**src/rtl/mult_seq_param.sv**
```systemverilog
// Sequential shift-and-add unsigned multiplier, one partial product per clock.
// Optional build macro MULT_SEQ_EARLY_TERM_EN stops iterating once the remaining multiplier bits are all zero.
module mult_seq_param #(
  parameter int WIDTH = 8
) (
  input  logic               clk,
  input  logic               rst_n,
  input  logic               start,
  input  logic [WIDTH-1:0]   multiplicand,
  input  logic [WIDTH-1:0]   multiplier,
  output logic               busy,
  output logic               done,
  output logic [2*WIDTH-1:0] product,
  output logic               zero,
  output logic [1:0]         state_dbg
);

  // Handshake: start is accepted only when busy=0; operands are captured on that
  // edge. busy stays high through RUN and DONE, done pulses for the single DONE cycle.
  localparam int CW = $clog2(WIDTH + 1);

  localparam logic [1:0] IDLE = 2'd0;
  localparam logic [1:0] RUN  = 2'd1;
  localparam logic [1:0] DONE = 2'd2;

  logic [1:0]         state;
  logic [2*WIDTH-1:0] a_q;
  logic [2*WIDTH-1:0] acc_q;
  logic [WIDTH-1:0]   b_q;
  logic [CW-1:0]      cnt_q;

  logic [2*WIDTH-1:0] acc_next;
  logic [WIDTH-1:0]   b_next;
  logic [CW-1:0]      cnt_next;
  logic               last_iter;

  always_comb begin
    acc_next = acc_q + (b_q[0] ? a_q : '0);
    b_next   = b_q >> 1;
    cnt_next = cnt_q - 1'b1;
`ifdef MULT_SEQ_EARLY_TERM_EN
    last_iter = (b_next == '0) || (cnt_next == '0);
`else
    last_iter = (cnt_next == '0);
`endif
  end

  always_ff @(posedge clk) begin
    if (!rst_n) begin
      state   <= IDLE;
      a_q     <= '0;
      acc_q   <= '0;
      b_q     <= '0;
      cnt_q   <= '0;
      product <= '0;
      zero    <= 1'b1;
    end else begin
      case (state)
        IDLE: begin
          if (start) begin
            a_q   <= {{WIDTH{1'b0}}, multiplicand};
            b_q   <= multiplier;
            acc_q <= '0;
            cnt_q <= CW'(WIDTH);
            state <= RUN;
          end
        end
        RUN: begin
          acc_q <= acc_next;
          a_q   <= a_q << 1;
          b_q   <= b_next;
          cnt_q <= cnt_next;
          if (last_iter) begin
            // Result and flag are committed on the same edge that enters DONE.
            product <= acc_next;
            zero    <= (acc_next == '0);
            state   <= DONE;
          end
        end
        DONE:    state <= IDLE;
        default: state <= IDLE;
      endcase
    end
  end

  assign busy      = (state != IDLE);
  assign done      = (state == DONE);
  assign state_dbg = state;

endmodule

```
**config.mk**
```make
export PLATFORM = sky130hd
export DESIGN_NAME = mult_seq_param
export DESIGN_NICKNAME = d
export VERILOG_FILES = /design/src/rtl/mult_seq_param.sv
export SDC_FILE = /design/constraint.sdc
export NUM_CORES = 1
export LEC_CHECK = 0
export CAP_MARGIN = 20
export CORE_UTILIZATION = 60
export DETAILED_ROUTE_END_ITERATION = 10
export GPL_ROUTABILITY_DRIVEN = 0
export HOLD_SLACK_MARGIN = 0.12
export PLACE_DENSITY = 0.85
export SETUP_SLACK_MARGIN = 0.3
export SYNTH_ARGS = -nofsm -noshare
export SYNTH_HDL_FRONTEND = slang
export SYNTH_SLANG_ARGS = --single-unit
export TNS_END_PERCENT = 10
```
**constraint.sdc**
```tcl
create_clock -name clk -period 4.3 [get_ports clk]
set_clock_uncertainty 0.15 [all_clocks]
set_input_delay 1.29 -clock clk [delete_from_list [all_inputs] [get_ports clk]]
set_output_delay 1.29 -clock clk [all_outputs]
set_load 0.005 [all_outputs]
```
# Yosys cells after proc, flatten, opt, wreduce, memory -nomap -nowiden
# Cells that the tools add are included.
# op_classes
addsub,2
eq_ne,4
muxes,12
n_reduce_logical,8
# ops
op,count
16-bit one-hot mux with 2 select lines,2
16-bit 2-to-1 mux,3
16-bit adder,1
16-bit logical NOT,1
8-bit one-hot mux with 2 select lines,1
8-bit 2-to-1 mux,1
4-bit one-hot mux with 2 select lines,1
2-bit AND reduction,3
4-bit logical NOT,1
2-bit 2-to-1 mux,2
4-bit 2-to-1 mux,1
"2-bit != test, second input constant",2
2-bit one-hot mux with 2 select lines,1
2-bit nonzero test,2
"4-bit by 1-bit subtractor with 4-bit output, second input constant",1
"2-bit by 1-bit equality test with 1-bit output, second input constant",1
"2-bit equality test, second input constant",1
2-bit logical NOT,1
# totals
regBits,63
in_bits,19

# Depth between registers and ports, before layout
# logic_depth
ltp_word,4
mapped_depth,11

# Least setup slack after synthesis
# Ideal clock, no wire load.
# synth_path
kind,reg-to-reg
from,reg b_q[0]
to,reg zero
arrival_ps,2660
t_required_ps,4066
slack_ps,1405
path_stages_with_launch,12
cell_sequence,dfxtp_1 > clkbuf_1 > and2_1 > ha_1 > fa_1 > a211o_1 > a211oi_2 > o21a_2 > nor2_2 > o41ai_4 > o2111ai_1 > o31ai_2
# synth_via
elab_chain_cells,3
# synth_rtl
item,line,source
"start, declared",29,logic [WIDTH-1:0] b_q;
"start signal, assigned",62,b_q <= multiplier;
"start signal, assigned",71,b_q <= b_next;
16-bit 2-to-1 mux,38,acc_next = acc_q + (b_q[0] ? a_q : '0);
16-bit adder,38,
16-bit logical NOT,76,zero <= (acc_next == '0);
"end signal, assigned",76,
"end, declared",14,"output logic zero,"
# No other way between the ends.
# A chain may end at the register's enable or synchronous reset.

# Worst setup path after layout
# Ends and elaborated chain as after synthesis.

==> impl_results.md <==
- Iter 0 DRT Violations: 201
- Clk pwr share: 0.454
- CTS Hold Bufs: 0
- Worst-Margin Slew: 0.8441 ns
- DP Worst Slack: 1.078 ns
- Leading area contributor after synthesis: dfxtp_1
- Yosys cell types: 55
- Worst setup margin: 1.087 ns
- Vias in the first global route: 2,766
- Fin crit share: 0.7471
- Die height: 76 microns
- Max_cap viols: 0
- Grt met1 use: 0.3691
- M2 GR Usage: 0.4582
- DR vias: 2,996
- Root Buffer: clkbuf_8
- Sequential share of power: 0.462
- GRT busiest layer: met2
- Post-DP HPWL: 5646 microns
- Port Buffers: 39
- Worst Hold Class: reg2reg
- Worst-path clk slew: 0.07 ns
- Area growth syn-to-layout: 21.17%
- Endpoints failing setup: 0
- # diodes: 0
- CP Launch Type: flop
- RSZ-0062 raised after global routing: no
- Post-Syn Area: 0.003286 sq mm
- Full die area: 0.005776 sq mm
- Antenna-violating nets left: 0
- Slew Limit Headroom: 0.4352
- Worst skew pair latency: 0.34 ns
- WP buf/inv: 0
- Initial Utilization: 0.6312
- # Post-CTS Setup Buffers: 0
- Worst IR drop on VDD: 289.5 uV
- Cell family with most CP delay: compound AO/OA/AOI/OAI gates
- Post-synthesis instance total: 379
- Total internal power: 0.001046 W
- # resized after CTS: 0
- Synth Net Count: 416
- Outcome: finished clean
- Comb pwr share: 0.084
- Fin nets: 454
- CTS tree: built
- Final wirelength: 7916 microns
- First-pass GRT wire length: 13,250 microns
- Crit-path slowest cell: dfxtp_1
- Async SR Flop Fraction: 0
- Final Hold Fails: 0
- Slew Limit Fails: 0
- NetSw: 0.0002969 W
- Die width: 76 microns
- Row count: 26
- Detailed Routing Iterations Pass 1: 4
- Syn. warnings: 0
- CTS buffer count: 9
- Total Neg Setup Slack: 0 ns
- Worst path max stage delay: 0.44 ns
- M3 GR Usage: 0.05868
- Clock sinks: 63
- Crit-path cells: and2_1 -> ha_1 -> fa_1 -> a211o_1 -> a211oi_2 -> o21a_2 -> nor2_2 -> o41ai_4 -> o2111ai_1 -> o31ai_2
- Sw frac: 0.2210
- Max Buffers Root-to-Sink: 2
- CP Data Required Time: 4.41 ns
- FF+latch count, synth: 63
- WL per Instance: 16.09 microns
- Initial antenna violation count: 0
- CP Data Arrival Time: 3.32 ns
- Period minus WS final: 3.213 ns
- Core area: 0.005205 sq mm
- Synth top area cells: dfxtp_1 38%, ha_1 6.5%, nand2_1 6.2%
- Max Fclk: 311.3 MHz
- # IOs: 40
- Final core utilization: 0.7649
- Share of layout cells above drive strength 1: 0.08531
- GRT overflow: 0
- Yosys top cell area share: 0.3839
- Leakage: 1.574 nW
- Main synth FF type: dfxtp_1
- # DRC: 0
- Gr usage total: 0.2892
- Via density: 6.089
- Sequential fraction of the synthesis area: 0.3839
- CTS H-tree lvls: 3
- Post-synth EDFFs: 0
- Largest net degree at the start of global routing: 28
- Crit Path Category: reg2reg
- Syn avg cell area: 8.669 sq um
- Pwr dens: 337.4 mW/mm^2
- Setup crit end kind: flop
- Worst Path Max Fanout: 17
[area by class of cell]
| cell class | count | area, sq um |
|---|---|---|
| clock buffers | 14 | 182.7 |
| flip-flops and latches | 63 | 1261 |
| inverters | 13 | 48.80 |
| clock inverters | 2 | 60.06 |
| multi-input cells | 287 | 1908 |
| well taps | 70 | 87.58 |
| fillers | 408 | 1224 |
| repair buffers | 43 | 432.9 |
[cells in the mapped netlist, types with 9 or more instances]
master,instances
o22ai_1,14
a22o_1,20
inv_1,12
ha_1,17
a21oi_1,12
clkbuf_1,15
nand2_1,54
and2_1,23
o21ai_0,29
a21boi_1,9
nor2_1,20
dfxtp_1,63
[logic make-up (layout without fill, tap and decap cells)]
group / count (synthesis) / in the layout / share of synthesized area
compound gates: 132 / 132 / 0.2989
simple gates: 126 / 126 / 0.1813
buf+inv: 29 / 72 / 0.03541
xor+xnor: 10 / 10 / 0.02666
fa+ha+maj: 18 / 18 / 0.07083
mux: 1 / 1 / 0.003047
flops: 63 / 63 / 0.3839
[stage by stage]
stage / hold slack, ns / area, sq um / power (W) / instances
after floorplan: 0.2760 / 3286 / 0.0007005 / 379
after global placement: 0.2863 / 3739 / 0.0007408 / 476
after detailed placement: 0.2942 / 3739 / 0.0007445 / 476
after CTS: 0.3045 / 3981 / 0.001353 / 492
after global routing: 0.3223 / 3981 / 0.001398 / 492
final: 0.3011 / 3981 / 0.001343 / 492
[worst min-delay path, cell delays in order (launching register included)]
cell and delay [ns]:
dfxtp_1 0.31, nand2_1 0.05, a21boi_1 0.05
[power by group through the flow]
stage / registers [W] / clock network (W) / logic, W
global placement: 0.000632 / 0 / 0.000108
finish: 0.000621 / 0.000609 / 0.000113
CTS: 0.000621 / 0.000620 / 0.000112
detailed placement: 0.000634 / 0 / 0.000111
floorplan: 0.000627 / 0 / 0.0000734
global route: 0.000624 / 0.000649 / 0.000125
[worst paths after layout]
kind | startpoint | end | slack, ns | cells past startpoint
max | b_q[0]$_SDFFE_PN0P_ | zero$_SDFFE_PN1P_ | 1.09 | 10
max reg2reg | b_q[0]$_SDFFE_PN0P_ | zero$_SDFFE_PN1P_ | 1.09 | 10
min | product[10]$_SDFFE_PN0P_ | product[10]$_SDFFE_PN0P_ | 0.30 | 2
min reg2reg | product[10]$_SDFFE_PN0P_ | product[10]$_SDFFE_PN0P_ | 0.30 | 2
[sequential cells by signal (all words and copies together) (netlist names)]
signal,cells
a_q,16
acc_q,16
product,16
b_q,8
cnt_q,4
state_dbg,2
zero,1
[per-layer routing]
metal / share of wire / wire length [microns] / vias up
met1: 0.44 / 3464 / 1392
li1: - / - / 1452
met2: 0.46 / 3676 / 126
met4: 0.045 / 353 / 0
met3: 0.053 / 421 / 26
met5: 0 / 0 / -
[layout by cell type, fill, tap and decap left out, types with 3 or more instances in the layout]
master	Yosys	routed
buf_4	0	3
o21bai_1	3	3
nor3_1	5	5
or2_2	5	5
o22ai_1	14	14
o31ai_1	4	4
a21boi_1	9	9
inv_1	12	12
nor2_1	20	20
o21a_1	4	4
dfxtp_1	63	63
o2111ai_1	3	3
nor2b_1	3	3
and2_1	23	23
a21boi_0	4	4
xnor2_1	8	8
clkdlybuf4s50_1	0	39
o21ai_0	29	29
ha_1	17	17
nand2_1	54	54
a21o_1	5	5
a21oi_1	12	12
a22o_1	20	20
clkbuf_8	0	13
nand3_1	7	7
Note: power is estimated with default switching activity, not from simulation.
